### src/rtl/lsu_pkg.sv
// Shared types, funct3 codes and decode helpers for the load/store unit.
package lsu_pkg;

  typedef enum logic [1:0] {IDLE, REQ, WAIT, RESP} lsu_state_t;

  localparam logic [2:0] F3_B  = 3'b000;
  localparam logic [2:0] F3_H  = 3'b001;
  localparam logic [2:0] F3_W  = 3'b010;
  localparam logic [2:0] F3_BU = 3'b100;
  localparam logic [2:0] F3_HU = 3'b101;

  function automatic logic [3:0] lsu_be(input logic [2:0] f3, input logic [1:0] off);
    case (f3[1:0])
      2'b00:   return 4'b0001 << off;
      2'b01:   return 4'b0011 << off;
      default: return 4'b1111;
    endcase
  endfunction

  // Unsigned variants exist only for loads; alignment follows the access size.
  function automatic logic lsu_legal(input logic ld, input logic st,
                                     input logic [2:0] f3, input logic [1:0] off);
    if (ld && st) return 1'b0;
    case (f3)
      F3_B:    return 1'b1;
      F3_BU:   return ld;
      F3_H:    return ~off[0];
      F3_HU:   return ld & ~off[0];
      F3_W:    return off == 2'b00;
      default: return 1'b0;
    endcase
  endfunction

endpackage

### src/rtl/lsu_if.sv
// Data-memory request/grant/rvalid port; master = LSU, slave = memory.
interface lsu_if #(
  parameter int ADDR_W = 32,
  parameter int DATA_W = 32
);
  logic              mem_req;
  logic              mem_we;
  logic [3:0]        mem_be;
  logic [ADDR_W-1:0] mem_addr;
  logic [DATA_W-1:0] mem_wdata;
  logic              mem_gnt;
  logic              mem_rvalid;
  logic [DATA_W-1:0] mem_rdata;

  modport master (
    output mem_req, mem_we, mem_be, mem_addr, mem_wdata,
    input  mem_gnt, mem_rvalid, mem_rdata
  );

  modport slave (
    input  mem_req, mem_we, mem_be, mem_addr, mem_wdata,
    output mem_gnt, mem_rvalid, mem_rdata
  );
endinterface

### src/rtl/lsu_align.sv
// Store-lane replication and load byte/halfword extract with sign/zero extension.
module lsu_align
  import lsu_pkg::*;
(
  input  logic [2:0]  funct3,
  input  logic [1:0]  off,
  input  logic [31:0] wdata,
  input  logic [31:0] mem_rdata,
  output logic [31:0] store_data,
  output logic [31:0] load_data
);

  logic [31:0] shifted;

  always_comb begin
    shifted = mem_rdata >> {off, 3'b000};

    case (funct3[1:0])
      2'b00:   store_data = {4{wdata[7:0]}};
      2'b01:   store_data = {2{wdata[15:0]}};
      default: store_data = wdata;
    endcase

    case (funct3)
      F3_B:    load_data = {{24{shifted[7]}}, shifted[7:0]};
      F3_H:    load_data = {{16{shifted[15]}}, shifted[15:0]};
      F3_W:    load_data = shifted;
      F3_BU:   load_data = {24'd0, shifted[7:0]};
      F3_HU:   load_data = {16'd0, shifted[15:0]};
      default: load_data = '0;
    endcase
  end

endmodule

### src/rtl/lsu_unit.sv
// Load/store unit: ALU address -> data-memory transaction -> extended writeback data.
// Optional WAIT-state timeout is built when LSU_TIMEOUT_EN is defined.
//
// state | meaning
// IDLE  | ready; accepts a load or store
// REQ   | mem_req held with stable attributes until mem_gnt
// WAIT  | load granted, waiting for mem_rvalid (or timeout)
// RESP  | done (and err) pulse, then back to IDLE
module lsu_unit
  import lsu_pkg::*;
#(
  parameter int ADDR_W         = 32,
  parameter int DATA_W         = 32,
  parameter int TIMEOUT_CYCLES = 64
) (
  input  logic              clk,
  input  logic              rst_n,
  input  logic              valid,
  input  logic              is_load,
  input  logic              is_store,
  input  logic [2:0]        funct3,
  input  logic [ADDR_W-1:0] addr,
  input  logic [DATA_W-1:0] wdata,
  output logic              busy,
  output logic              done,
  output logic              err,
  output logic [DATA_W-1:0] rdata,
  lsu_if.master             mem
);

  if (DATA_W != 32 || TIMEOUT_CYCLES < 1) begin : g_param_check
    $error("lsu_unit: DATA_W must be 32 and TIMEOUT_CYCLES at least 1");
  end

  lsu_state_t  state;
  logic        op_load;
  logic [2:0]  f3_q;
  logic [1:0]  off_q;
  logic [2:0]  f3_sel;
  logic [1:0]  off_sel;
  logic [31:0] store_data;
  logic [31:0] load_data;
  logic        tmo_hit;

  // In IDLE the aligner serves the incoming store; afterwards the captured load.
  assign f3_sel  = (state == IDLE) ? funct3    : f3_q;
  assign off_sel = (state == IDLE) ? addr[1:0] : off_q;

  lsu_align u_align (
    .funct3     (f3_sel),
    .off        (off_sel),
    .wdata      (wdata),
    .mem_rdata  (mem.mem_rdata),
    .store_data (store_data),
    .load_data  (load_data)
  );

`ifdef LSU_TIMEOUT_EN
  localparam int TMR_W = $clog2(TIMEOUT_CYCLES + 1);
  logic [TMR_W-1:0] tmr;

  always_ff @(posedge clk or negedge rst_n) begin
    if (!rst_n) begin
      tmr <= '0;
    end else if (state == REQ) begin
      tmr <= TMR_W'(TIMEOUT_CYCLES - 1);
    end else if (state == WAIT && tmr != '0) begin
      tmr <= tmr - 1'b1;
    end
  end

  assign tmo_hit = (state == WAIT) && (tmr == '0);
`else
  assign tmo_hit = 1'b0;
`endif

  always_ff @(posedge clk or negedge rst_n) begin
    if (!rst_n) begin
      state         <= IDLE;
      op_load       <= 1'b0;
      f3_q          <= '0;
      off_q         <= '0;
      busy          <= 1'b0;
      done          <= 1'b0;
      err           <= 1'b0;
      rdata         <= '0;
      mem.mem_req   <= 1'b0;
      mem.mem_we    <= 1'b0;
      mem.mem_be    <= '0;
      mem.mem_addr  <= '0;
      mem.mem_wdata <= '0;
    end else begin
      case (state)
        IDLE: begin
          if (valid && (is_load || is_store)) begin
            busy    <= 1'b1;
            op_load <= is_load;
            f3_q    <= funct3;
            off_q   <= addr[1:0];
            if (lsu_legal(is_load, is_store, funct3, addr[1:0])) begin
              state         <= REQ;
              mem.mem_req   <= 1'b1;
              mem.mem_we    <= is_store;
              mem.mem_be    <= lsu_be(funct3, addr[1:0]);
              mem.mem_addr  <= {addr[ADDR_W-1:2], 2'b00};
              mem.mem_wdata <= store_data;
            end else begin
              state <= RESP;
              done  <= 1'b1;
              err   <= 1'b1;
              rdata <= '0;
            end
          end
        end
        REQ: begin
          if (mem.mem_gnt) begin
            mem.mem_req <= 1'b0;
            if (op_load) begin
              state <= WAIT;
            end else begin
              state <= RESP;
              done  <= 1'b1;
            end
          end
        end
        WAIT: begin
          if (mem.mem_rvalid) begin
            state <= RESP;
            done  <= 1'b1;
            rdata <= load_data;
          end else if (tmo_hit) begin
            state <= RESP;
            done  <= 1'b1;
            err   <= 1'b1;
            rdata <= '0;
          end
        end
        RESP: begin
          state <= IDLE;
          done  <= 1'b0;
          err   <= 1'b0;
          busy  <= 1'b0;
        end
        default: state <= IDLE;
      endcase
    end
  end

endmodule
### src/flat_wrapper.sv
// flat-port wrapper written by rule: the top's interface ports become plain ports
module lsu_unit_flat import lsu_pkg::*;
#(
  parameter int ADDR_W         = 32,
  parameter int DATA_W         = 32,
  parameter int TIMEOUT_CYCLES = 64
)
  (clk, rst_n, valid, is_load, is_store, funct3, addr, wdata, busy, done, err, rdata, mem_mem_req, mem_mem_we, mem_mem_be, mem_mem_addr, mem_mem_wdata, mem_mem_gnt, mem_mem_rvalid, mem_mem_rdata);
  lsu_if #(.ADDR_W(ADDR_W), .DATA_W(DATA_W)) mem_i ();
  input  logic clk;
  input  logic rst_n;
  input  logic valid;
  input  logic is_load;
  input  logic is_store;
  input  logic [2:0] funct3;
  input  logic [ADDR_W-1:0] addr;
  input  logic [DATA_W-1:0] wdata;
  output logic busy;
  output logic done;
  output logic err;
  output logic [DATA_W-1:0] rdata;
  output wire logic [$bits(mem_i.mem_req)-1:0] mem_mem_req;
  output wire logic [$bits(mem_i.mem_we)-1:0] mem_mem_we;
  output wire logic [$bits(mem_i.mem_be)-1:0] mem_mem_be;
  output wire logic [$bits(mem_i.mem_addr)-1:0] mem_mem_addr;
  output wire logic [$bits(mem_i.mem_wdata)-1:0] mem_mem_wdata;
  input wire logic [$bits(mem_i.mem_gnt)-1:0] mem_mem_gnt;
  input wire logic [$bits(mem_i.mem_rvalid)-1:0] mem_mem_rvalid;
  input wire logic [$bits(mem_i.mem_rdata)-1:0] mem_mem_rdata;
  assign mem_mem_req = mem_i.mem_req;
  assign mem_mem_we = mem_i.mem_we;
  assign mem_mem_be = mem_i.mem_be;
  assign mem_mem_addr = mem_i.mem_addr;
  assign mem_mem_wdata = mem_i.mem_wdata;
  assign mem_i.mem_gnt = mem_mem_gnt;
  assign mem_i.mem_rvalid = mem_mem_rvalid;
  assign mem_i.mem_rdata = mem_mem_rdata;
  lsu_unit #(.ADDR_W(ADDR_W), .DATA_W(DATA_W), .TIMEOUT_CYCLES(TIMEOUT_CYCLES)) u_core (.clk(clk), .rst_n(rst_n), .valid(valid), .is_load(is_load), .is_store(is_store), .funct3(funct3), .addr(addr), .wdata(wdata), .busy(busy), .done(done), .err(err), .rdata(rdata), .mem(mem_i));
endmodule
### config.mk
export PLATFORM = sky130hd
export DESIGN_NAME = lsu_unit_flat
export DESIGN_NICKNAME = d
export VERILOG_FILES = /design/src/rtl/lsu_pkg.sv /design/src/rtl/lsu_if.sv /design/src/rtl/lsu_align.sv /design/src/rtl/lsu_unit.sv /design/src/flat_wrapper.sv
export SDC_FILE = /design/constraint.sdc
export NUM_CORES = 1
export LEC_CHECK = 0
export CORE_UTILIZATION = 40
export CTS_CLUSTER_DIAMETER = 80
export DETAILED_ROUTE_END_ITERATION = 8
export PLACE_DENSITY_LB_ADDON = 0.1
export SLEW_MARGIN = 30
export SYNTH_ARGS = -nofsm -noshare
export SYNTH_HDL_FRONTEND = slang
export SYNTH_SLANG_ARGS = --single-unit
### constraint.sdc
create_clock -name clk -period 2.3 [get_ports clk]
set_input_delay 0.69 -clock clk [delete_from_list [all_inputs] [get_ports clk]]
set_output_delay 0.69 -clock clk [all_outputs]
set_load 0.03 [all_outputs]
==> results.json <==
{
  "outcome": "finished clean",
  "async_flop_share": 1.00,
  "synth-main-ff-cell": "dfrtp_1",
  "grt_max_degree": 66,
  "grt_pass1_vias": 5174,
  "final_core_util": 0.656,
  "dp_hpwl_um": 11700,
  "fmax_mhz": 451,
  "rows": 41,
  "synth.distinct_cells": 48,
  "drc": 0,
  "drt.antenna.violating_nets": 0,
  "clockBufferDepth": 2,
  "yosys_warnings": 0,
  "hold_path_class": "in2async",
  "antenna_found_initial": 0,
  "met3_usage": 0.0603,
  "crit_arrival_ns": 2.45,
  "fin_crit_sh": 0.963,
  "grt_util_met1": 0.290,
  "syn_avg_cell_area_um2": 9.50,
  "overflow": 0,
  "mostFrequentLayoutCell": "clkdlybuf4s50_1",
  "ios": 211,
  "vias": 5060,
  "ys_top_cells_by_area": "dfrtp_1, nand2_1, mux2i_1, o21ai_1, a221o_1",
  "synth_top_area_frac": 0.522,
  "cp.required_ns": 2.54,
  "critPathCaptureType": "flip-flop",
  "finalPower_uw": 12200,
  "reg2reg_slack_ns": 0.11,
  "cp_max_fo": 8,
  "ys_seq_area_frac": 0.522,
  "grt_pass1_wl_um": 25800,
  "clk_pin_slew_worst_paths_ns": 0.07,
  "maxSlewViolCount": 0,
  "grt_usage": 0.233,
  "cts.sinks": 111,
  "grt-busiest-layer": "met2",
  "start_util": 0.417,
  "synth_edf_count": 0,
  "finClkSkew_ns": 0.00382,
  "nets": 924,
  "die_h_um": 117,
  "period_needed_ns": 2.22,
  "viasPerCell": 5.11,
  "syn_inst": 560,
  "p_per_area_nw_per_um2": 1460,
  "grt.met2_usage": 0.385,
  "synth_area_um2": 5320,
  "port_buffers": 208,
  "cts-root-buf": "clkbuf_16",
  "cp-start-kind": "input pin",
  "yosys.area.top_type": "dfrtp_1",
  "drive_gt1_frac": 0.134,
  "yosys_register_bits": 111,
  "cap_violations": 0,
  "die_x_um": 117,
  "dieArea_um2": 13800,
  "hold_viol": 0,
  "critPathKind": "in2reg",
  "ir_drop_v": 0.000705,
  "whs_ns": 0.157,
  "cts_inserted_buffers": 9,
  "final-setup-viol-count": 0,
  "drt_iter0_markers": 286,
  "nFillCells": 1060,
  "gp_congestion": 0.873,
  "post_drt_wl_per_cell_um": 15.7,
  "clk-insertion-delay-late_ns": 0.35,
  "dr.pass1.iters": 4,
  "power_leakage_uw": 0.00394,
  "cts_tree": "done",
  "layout_common_cells": "clkdlybuf4s50_1, nand2_1, dfrtp_1",
  "antenna_cells": 0,
  "wl_um": 15600,
  "core_um2": 12800,
  "synthToLayoutAreaGrowth_pct": 57.5,
  "htree_levels": 3
}
## through the flow
step	TNS, ns	cells	setup WS, ns	area, um^2
after floorplan	0	561	0.113	5330
after CTS	0	989	0.0184	8340
after global placement	-18.79	971	-0.432	8030
final	0	990	0.0843	8380
after detailed placement	-22.44	971	-0.589	8030
after global routing	-0.00525	990	-0.00525	8380
## cell type report
type                            count  area (um^2)  area share
Sequential cell                   111         2780       0.331
Inverter                            8         30.0     0.00358
Timing Repair Buffer              280         2690       0.321
Tap cell                          172          215      0.0257
Clock buffer                       11          243      0.0290
Multi-Input combinational cell    404         2390       0.286
Clock inverter                      4         30.0     0.00358
## Yosys cell counts, types with 4 or more instances
cell / n
buf_2: 14
mux2i_1: 42
o2bb2ai_1: 9
nand2b_1: 10
o21ai_1: 30
nand2_1: 190
nand3_1: 8
o21ai_0: 16
mux2_2: 5
inv_1: 7
a32o_1: 7
ha_1: 4
a32oi_1: 8
clkbuf_1: 19
a31oi_1: 4
nor2_1: 12
o211ai_1: 10
a221o_1: 8
dfrtp_1: 111
## flip-flops by register name, summed over array words and instances (netlist names)
register / cells
u_core.op_load: 1
u_core.mem.mem_addr: 30
u_core.mem.mem_wdata: 32
u_core.mem.mem_we: 1
u_core.state: 2
u_core.busy: 1
u_core.mem.mem_be: 4
u_core.off_q: 2
u_core.f3_q: 3
u_core.rdata: 32
u_core.mem.mem_req: 1
u_core.err: 1
u_core.done: 1
## worst max-delay path, cell delays in order
cell	delay [ns]
clkdlybuf4s50_1	0.51
o21ai_1	0.22
o2111a_1	0.29
a211oi_2	0.08
buf_4	0.16
o2111a_2	0.21
a221o_1	0.29
## timing repair
item	CTS	global route
pin swaps	2	4
gates resized for setup	7	7
setup endpoints to repair	24	27
hold buffers	0	0
buffers inserted	3	1
## cells by family (layout without fill, tap and decap cells)
family          after synthesis  after routing  share of synthesized area
compound gates              112            112                      0.150
fa+ha+maj                     4              4                    0.00941
buf+inv                      46            303                     0.0393
flops                       111            111                      0.522
mux                          49             49                     0.0964
other cells                   1              2                   0.000705
simple gates                237            237                      0.182
## worst paths after layout
kind | from | to | cells past startpoint
max in group asynchronous | rst_n | u_core.rdata[12] | 2
hold reg to reg | u_core.mem.mem_addr[8] | u_core.mem.mem_addr[8] | 2
min in group clk | u_core.mem.mem_addr[8] | u_core.mem.mem_addr[8] | 2
setup / recovery | addr[1] | u_core.rdata[25] | 7
setup reg to reg | u_core.state[1] | u_core.rdata[18] | 9
hold / removal | rst_n | u_core.err | 1
## where the power goes
| part | leakage (uW) | total, uW | switching (uW) | internal (uW) |
|---|---|---|---|---|
| clock | 0.000132 | 1490 | 726 | 766 |
| combinational | 0.00237 | 7310 | 4020 | 3290 |
| sequential | 0.00144 | 3410 | 551 | 2860 |
| total | 0.00394 | 12200 | 5300 | 6920 |
## per-layer routing
layer	up-vias	wire length, um
met2	168	7520
met4	0	353
met5	-	0
met3	22	1150
li1	2432	-
met1	2438	6540
No activity file was read; power rests on OpenSTA's default activity.
